[src/rtl/led_blink_sequencer_if.sv]
// Control/status bundle between a sequencer owner and led_blink_sequencer.
// The sequencer side is the slave; whoever loads patterns is the master.
interface led_blink_sequencer_if;
  logic       i_start;
  logic       i_stop;
  logic       i_loop;
  logic [7:0] i_pattern;
  logic       o_enable;
  logic       o_switch_1;
  logic       o_switch_2;
  logic [1:0] o_step;
  logic       o_busy;
  logic       o_done;

  modport master (
    output i_start, i_stop, i_loop, i_pattern,
    input  o_enable, o_switch_1, o_switch_2,
    input  o_step, o_busy, o_done
  );

  modport slave (
    input  i_start, i_stop, i_loop, i_pattern,
    output o_enable, o_switch_1, o_switch_2,
    output o_step, o_busy, o_done
  );
endinterface

[src/rtl/led_blink_sequencer.sv]
// Four-step blink-rate sequencer feeding led_blinker controls,
// with optional blank gaps between steps and loop/one-shot modes.
module led_blink_sequencer #(
  parameter int DWELL = 1000,
  parameter int GAP   = 2
) (
  input logic                  i_clock,
  input logic                  i_reset,
  led_blink_sequencer_if.slave bus
);

  localparam int MAXC = (DWELL > GAP) ? DWELL : GAP;
  localparam int CW   = $clog2(MAXC + 1);

  localparam logic [CW-1:0] DWELL_LAST = CW'(DWELL - 1);
  localparam logic [CW-1:0] GAP_LAST =
    (GAP > 0) ? CW'(GAP - 1) : '0;

  typedef enum logic [1:0] {
    S_IDLE,
    S_RUN,
    S_GAP,
    S_DONE
  } state_t;

  state_t        state, state_n;
  logic [CW-1:0] cnt, cnt_n;
  logic [1:0]    step, step_n;
  logic [7:0]    pat, pat_n;
  logic          enable, enable_n;
  logic [1:0]    sw, sw_n;
  logic          busy, busy_n;
  logic          done, done_n;

  always_ff @(posedge i_clock or posedge i_reset) begin
    if (i_reset) begin
      state  <= S_IDLE;
      cnt    <= '0;
      step   <= '0;
      pat    <= '0;
      enable <= 1'b0;
      sw     <= '0;
      busy   <= 1'b0;
      done   <= 1'b0;
    end else begin
      state  <= state_n;
      cnt    <= cnt_n;
      step   <= step_n;
      pat    <= pat_n;
      enable <= enable_n;
      sw     <= sw_n;
      busy   <= busy_n;
      done   <= done_n;
    end
  end

  always_comb begin
    state_n = state;
    cnt_n   = '0;
    step_n  = step;
    pat_n   = pat;
    unique case (state)
      S_IDLE: begin
        if (bus.i_start && !bus.i_stop) begin
          state_n = S_RUN;
          step_n  = 2'd0;
          pat_n   = bus.i_pattern;
        end
      end
      S_RUN: begin
        if (bus.i_stop) begin
          state_n = S_IDLE;
        end else if (cnt != DWELL_LAST) begin
          cnt_n = cnt + 1'b1;
        end else if (step == 2'd3 && !bus.i_loop) begin
          state_n = S_DONE;
        end else if (GAP == 0) begin
          // back-to-back steps: stay in RUN, new step
          step_n = step + 1'b1;
        end else begin
          state_n = S_GAP;
        end
      end
      S_GAP: begin
        if (bus.i_stop) begin
          state_n = S_IDLE;
        end else if (cnt != GAP_LAST) begin
          cnt_n = cnt + 1'b1;
        end else begin
          state_n = S_RUN;
          step_n  = step + 1'b1;
        end
      end
      S_DONE: begin
        state_n = S_IDLE;
      end
      default: begin
        state_n = S_IDLE;
      end
    endcase
  end

  always_comb begin
    enable_n = (state_n == S_RUN);
    busy_n   = (state_n == S_RUN) ||
               (state_n == S_GAP);
    done_n   = (state_n == S_DONE);
    sw_n     = sw;
    if (state_n == S_RUN) begin
      sw_n = pat_n[{step_n, 1'b0} +: 2];
    end
  end

  assign bus.o_enable   = enable;
  assign bus.o_switch_1 = sw[1];
  assign bus.o_switch_2 = sw[0];
  assign bus.o_step     = step;
  assign bus.o_busy     = busy;
  assign bus.o_done     = done;

endmodule

[src/flat_wrapper.sv]
// flat-port wrapper written by rule: the top's interface ports become plain ports
module led_blink_sequencer_flat 
#(
  parameter int DWELL = 1000,
  parameter int GAP   = 2
)
  (i_clock, i_reset, bus_i_start, bus_i_stop, bus_i_loop, bus_i_pattern, bus_o_enable, bus_o_switch_1, bus_o_switch_2, bus_o_step, bus_o_busy, bus_o_done);
  led_blink_sequencer_if bus_i ();
  input logic i_clock;
  input logic i_reset;
  input wire logic [$bits(bus_i.i_start)-1:0] bus_i_start;
  input wire logic [$bits(bus_i.i_stop)-1:0] bus_i_stop;
  input wire logic [$bits(bus_i.i_loop)-1:0] bus_i_loop;
  input wire logic [$bits(bus_i.i_pattern)-1:0] bus_i_pattern;
  output wire logic [$bits(bus_i.o_enable)-1:0] bus_o_enable;
  output wire logic [$bits(bus_i.o_switch_1)-1:0] bus_o_switch_1;
  output wire logic [$bits(bus_i.o_switch_2)-1:0] bus_o_switch_2;
  output wire logic [$bits(bus_i.o_step)-1:0] bus_o_step;
  output wire logic [$bits(bus_i.o_busy)-1:0] bus_o_busy;
  output wire logic [$bits(bus_i.o_done)-1:0] bus_o_done;
  assign bus_i.i_start = bus_i_start;
  assign bus_i.i_stop = bus_i_stop;
  assign bus_i.i_loop = bus_i_loop;
  assign bus_i.i_pattern = bus_i_pattern;
  assign bus_o_enable = bus_i.o_enable;
  assign bus_o_switch_1 = bus_i.o_switch_1;
  assign bus_o_switch_2 = bus_i.o_switch_2;
  assign bus_o_step = bus_i.o_step;
  assign bus_o_busy = bus_i.o_busy;
  assign bus_o_done = bus_i.o_done;
  led_blink_sequencer #(.DWELL(DWELL), .GAP(GAP)) u_core (.i_clock(i_clock), .i_reset(i_reset), .bus(bus_i));
endmodule
[config.mk]
export PLATFORM = sky130hd
export DESIGN_NAME = led_blink_sequencer_flat
export DESIGN_NICKNAME = d
export VERILOG_FILES = /design/src/rtl/led_blink_sequencer_if.sv /design/src/rtl/led_blink_sequencer.sv /design/src/flat_wrapper.sv
export SDC_FILE = /design/constraint.sdc
export NUM_CORES = 1
export LEC_CHECK = 0
export ABC_CLOCK_PERIOD_IN_PS = 2450
export CAP_MARGIN = 40
export CELL_PAD_IN_SITES_DETAIL_PLACEMENT = 1
export CELL_PAD_IN_SITES_GLOBAL_PLACEMENT = 2
export CORE_MARGIN = 3
export CORE_UTILIZATION = 32
export DETAILED_ROUTE_END_ITERATION = 10
export PLACE_DENSITY = 0.73
export SLEW_MARGIN = 20
export SYNTH_ARGS = -nofsm -noshare
export SYNTH_HDL_FRONTEND = slang
export SYNTH_SLANG_ARGS = --single-unit
[constraint.sdc]
create_clock -name i_clock -period 2.45 [get_ports i_clock]
set_input_delay 0.3675 -clock i_clock [delete_from_list [all_inputs] [get_ports i_clock]]
set_output_delay 0.3675 -clock i_clock [all_outputs]
set_load 0.05 [all_outputs]
# [Word level (Yosys, flattened, before mapping)]
# Index checks and enable logic that the tools add are counted.
[classes] add_sub_neg=2 n_shift=1 muxes=18 reduce_logical=6 eq_ne=9
[op_table] cell="$mux W10" count=4
[op_table] cell="$pmux W10 S2" count=1
[op_table] cell="$mux W2" count=8
[op_table] cell="$mux W8" count=2
[op_table] cell="$add A10 B1 Y10 const B" count=1
[op_table] cell="$eq A2 B2 Y1 const B" count=5
[op_table] cell="$ne A10 B1 Y1 const B" count=1
[op_table] cell="$ne A10 B10 Y1 const B" count=1
[op_table] cell="$pmux W2 S4" count=1
[op_table] cell="$shiftx A8 B4 Y2" count=1
[op_table] cell="$eq A2 B1 Y1 const B" count=2
[op_table] cell="$pmux W2 S2" count=1
[op_table] cell="$add A2 B1 Y2 const B" count=1
[op_table] cell="$logic_and A1 B1 Y1" count=2
[op_table] cell="$logic_not A1 Y1" count=2
[op_table] cell="$logic_not A2 Y1" count=1
[op_table] cell="$logic_or A1 B1 Y1" count=1
[op_table] cell="$mux W1" count=1
[totals] ff_bits=27 inputBits=13

# [Depth between registers and ports, before layout]
# Gate-level depths: netlist of the first run.
[logic_depth] ltp_word=8 mapped_depth=12 mapped_depth_nobuf=12

# [Worst setup path after synthesis of the first run]
# Ideal clock, no wire load.
[synth_path] path_kind="register to register" start="register u_core.cnt[1]" end="register u_core.sw[0]" synth_period_minus_slack_ps=2521 path_stages_with_launch=13 n_path_buf=0 setup_time_ps=67 arrival_ps=2454 slack_ps=-71 t_required_ps=2383 path_cell_list="dfrtp_1 inv_1 ha_1 or4b_4 or3_1 o32a_1 o22ai_1 a21bo_2 ha_1 inv_1 a31oi_1 o211a_1 a221o_1"
[synth_via] elab_chain_cells=5
[synth_rtl] item="from (decl)" line_no="led_blink_sequencer.sv:27" source="logic [CW-1:0] cnt, cnt_n;"
[synth_rtl] item="from (signal assigned)" line_no="led_blink_sequencer.sv:47" source="cnt <= cnt_n;"
[synth_rtl] item="$ne A10 B1 Y1 / $ne A10 B10 Y1 (equally long branches)" line_no="led_blink_sequencer.sv:87, led_blink_sequencer.sv:73"
[synth_rtl] item="$mux W2, on equally long branches" line_no="led_blink_sequencer.sv:87, led_blink_sequencer.sv:73"
[synth_rtl] item="$mux W2, on equally long branches" line_no="led_blink_sequencer.sv:85, led_blink_sequencer.sv:71"
[synth_rtl] item="$pmux W2 S4 *" line_no="led_blink_sequencer.sv:62" source="unique case (state)"
[synth_rtl] item="net u_core.state_n[0]" line_no="led_blink_sequencer.sv:26" source="state_t state, state_n;"
[synth_rtl] item="$eq A2 B1 Y1 *" line_no="led_blink_sequencer.sv:109" source="if (state_n == S_RUN) begin"
[synth_rtl] item="to (signal assigned)" line_no="led_blink_sequencer.sv:51" source="sw <= sw_n;"
[synth_rtl] item="to (decl)" line_no="led_blink_sequencer.sv:31" source="logic [1:0] sw, sw_n;"
# The timed path passes the listed nets; every way through them passes the cells marked *.
# A chain may end at the register's enable or synchronous reset.

# [Worst setup path after layout of the first run]
[layout_path] start="register u_core.cnt[0]" end="register u_core.sw[0]"
[layout_via] elab_chain_cells=5
[layout_rtl] item="$ne A10 B1 Y1 / $ne A10 B10 Y1 (equally long branches)" line_no="led_blink_sequencer.sv:87, led_blink_sequencer.sv:73"
[layout_rtl] item="$mux W2, on equally long branches" line_no="led_blink_sequencer.sv:87, led_blink_sequencer.sv:73"
[layout_rtl] item="$mux W2, on equally long branches" line_no="led_blink_sequencer.sv:85, led_blink_sequencer.sv:71"
[layout_rtl] item="$pmux W2 S2 / $pmux W2 S4 (equally long branches)" line_no="led_blink_sequencer.sv:62"
[layout_rtl] item="$shiftx A8 B4 Y2 / $eq A2 B1 Y1 (equally long branches)" line_no="led_blink_sequencer.sv:110, led_blink_sequencer.sv:109"
# Parallel ways exist; a longest one is shown, timed or not.

==> run metrics, run 1 <==
outcome finished, violations left; failing checks setup timing; CP Launch Type flip-flop; final period utilization 106%; pwr/cell area 781 mW/mm2; Die W between 70 and 80 um; latest clock arrival within the worst-skew pair between 200 and 300 ps; Final Hold Fails 0; Final Power 1620 uW; Yosys cell types 41; RSZ-0062 raised after global routing true; TritonCTS clock tree yes; Fill cells 503; global routing usage on met1 around a fifth; IO Pins 20; Clock Path Buffers 2; initial antenna violation count 0; first-pass GRT wire length 6730 um; row count 24; cts bufs inserted 3; final setup margin -149 ps; CORE AREA 0.00447 mm2; HP Class in2async; PortBufs 19; GR peak layer met2; Setup crit end kind flip-flop; drt total wl 4070 um; Yosys top cell area share 44.5%; Post-synth EDFFs 0; synthesized area 0.00152 mm2; CTS Sinks 27; share of layout cells above drive strength 1 ~30%; Initial Util between 30% and 40%; via count 1,243; Final nets 212; cell taking the most area after synthesis dfrtp_1; DRT iter0 DRCs 47; clock skew 3.22 ps; critical-path maximum fanout 4; Top FF cell, synth dfrtp_1; Final Slew Violations 0; chip height roughly 75 um; Antenna Violating Nets Remaining 0; GRT met2 Usage between 20 and 30%; clk root buf clkbuf_8; VDD IR max 0.248 mV; Slew Limit Headroom a little under three fifths; Least-Margin Pin Slew 643 ps; WL/cell around 17 um; Final Critical Period 2600 ps; CTS Hold Bufs 0; DR vias/cell 5.16; final setup violation count 2; vias in the first global route 1,381; sequential share of the synthesized area 44.5%; GR Util met3 2.14%; Area contributors post-synth dfrtp_1 45%, ha_1 7.4%, mux2_2 3.7%; worst endpoint required time about 2600 ps; Placer Congestion 0.829; Area after DPL 0.00195 mm2; Die ar. 0.00561 mm2; cell count after synthesis around 140; Design Area, Final 0.00207 mm2; DRT Pass-1 Iters 4; gr usage total 15.9%; Synth Warn # 0; Final Util between 40% and 50%; Async SR Flop Fraction 100%; n_diodes 0; clock slew at reported path FFs 100 ps; most frequent cell after synthesis dfrtp_1; FMAX ~380 MHz; synthesized area per cell 10.7 um2; post-route setup TNS -283 ps; DR DRC count 0; Post-synth top cells 27 x dfrtp_1, 15 x nor2_1, 11 x nand2_1; critical path class reg2reg; grt ovf 0; largest net degree at the start of global routing 28; H-tree Lvls 1; # Max-Cap Violations 0; WP data arrival 2770 ps; area grow syn2layout 36.3%; DP HPWL between 3000 and 4000 um; Mapped Nets around 160; #FFs+latches synth 27; Leak 0.000940 uW
==> final timing paths <==
kind	end	start	slack (ps)	cells after the start
hold reg to reg	u_core.pat[6]$_DFF_PP0_	u_core.pat[6]$_DFF_PP0_	490	2
min in group i_clock	u_core.pat[6]$_DFF_PP0_	u_core.pat[6]$_DFF_PP0_	490	2
setup / recovery	u_core.sw[0]$_DFFE_PP0N_	u_core.cnt[0]$_DFF_PP0_	-150	12
hold / removal	u_core.cnt[0]$_DFF_PP0_	i_reset	450	3
max in group asynchronous	u_core.bus.o_done$_DFF_PP0_	i_reset	1740	3
setup reg to reg	u_core.sw[0]$_DFFE_PP0N_	u_core.cnt[0]$_DFF_PP0_	-150	12
==> stage by stage <==
step / cells / hold slack (ps) / setup slack (ps)
floorplan: 142 / 420 / -51.9
global placement: 235 / 458 / -58.9
detailed placement: 235 / 466 / -179
CTS: 241 / 455 / -167
global route: 241 / 484 / -276
finish: 241 / 448 / -149
==> layer usage <==
layer / routed length (um) / part of all wire (%)
met1: 1730 / 42
met2: 2150 / 53
met3: 126 / 3.1
met4: 74 / 1.8
met5: 0 / 0
==> final cells by class <==
class / count / area [um2] / share of cell area, %
multi-input combinational: 101 / 838 / 40.5
sequential: 27 / 676 / 32.7
timing repair buffer: 47 / 400 / 19.4
tap: 52 / 65.1 / 3.15
clock buffer: 3 / 41.3 / 2.00
inverter: 10 / 40.0 / 1.94
clock inverter: 1 / 7.51 / 0.363
==> worst max-delay path: stages, from the launching register on <==
cell and delay, ps:
dfrtp_1 400, buf_4 120, ha_1 170, nand3_1 90, or3_1 410, nor2_1 150
nor2_1 70, o32a_1 380, ha_4 190, inv_4 70, a31oi_4 30, o211a_1 150
a221o_1 260
==> cell usage in the layout, fill, tap and decap left out, types with 5 or more instances in the layout <==
cell type        netlist  routed
nor2_1                15      15
mux2_2                 5       5
xnor2_1                5       5
nand2_1               11      11
inv_1                 10       9
buf_4                  0      28
dfrtp_1               27      27
clkdlybuf4s50_1        0      19
ha_1                   9       5
nand3_1                9       9
==> cells by family (layout without fill, tap and decap cells) <==
group,count (synthesis),after routing,share of synthesized area (%)
mux,7,7,5.36
buf+inv,14,61,4.62
fa+ha+maj,9,9,7.42
flops,27,27,44.5
xor+xnor,8,8,4.62
compound gates,20,20,10.4
simple gates,57,57,23.1
==> where the power goes <==
group | internal, uW | total (uW) | switching (uW)
sequential | 554 | 596 | 41.3
clock | 116 | 271 | 155
combinational | 346 | 749 | 403
total | 1020 | 1620 | 600
==> flip-flops by register name, summed over array words and instances, names as in the netlist <==
signal / flops
u_core.bus.o_done: 1
u_core.bus.o_busy: 1
u_core.pat: 8
u_core.bus.o_enable: 1
u_core.cnt: 10
u_core.sw: 2
u_core.bus.o_step: 2
u_core.state: 2
==> timing repair <==
action | CTS | global route
gates resized for setup | 4 | 7
pin swaps | 4 | 5
setup buffers | 2 | 0
endpoints found under the setup margin | 2 | 4
Power figures use the tool's default switching activity.
==> run 2, diff against run 1 <==
CTS_CLUSTER_SIZE = 25   (was default)
==> results of run 2 <==
Same layout as run 1: the final DEF is identical, and so are final timing and power.
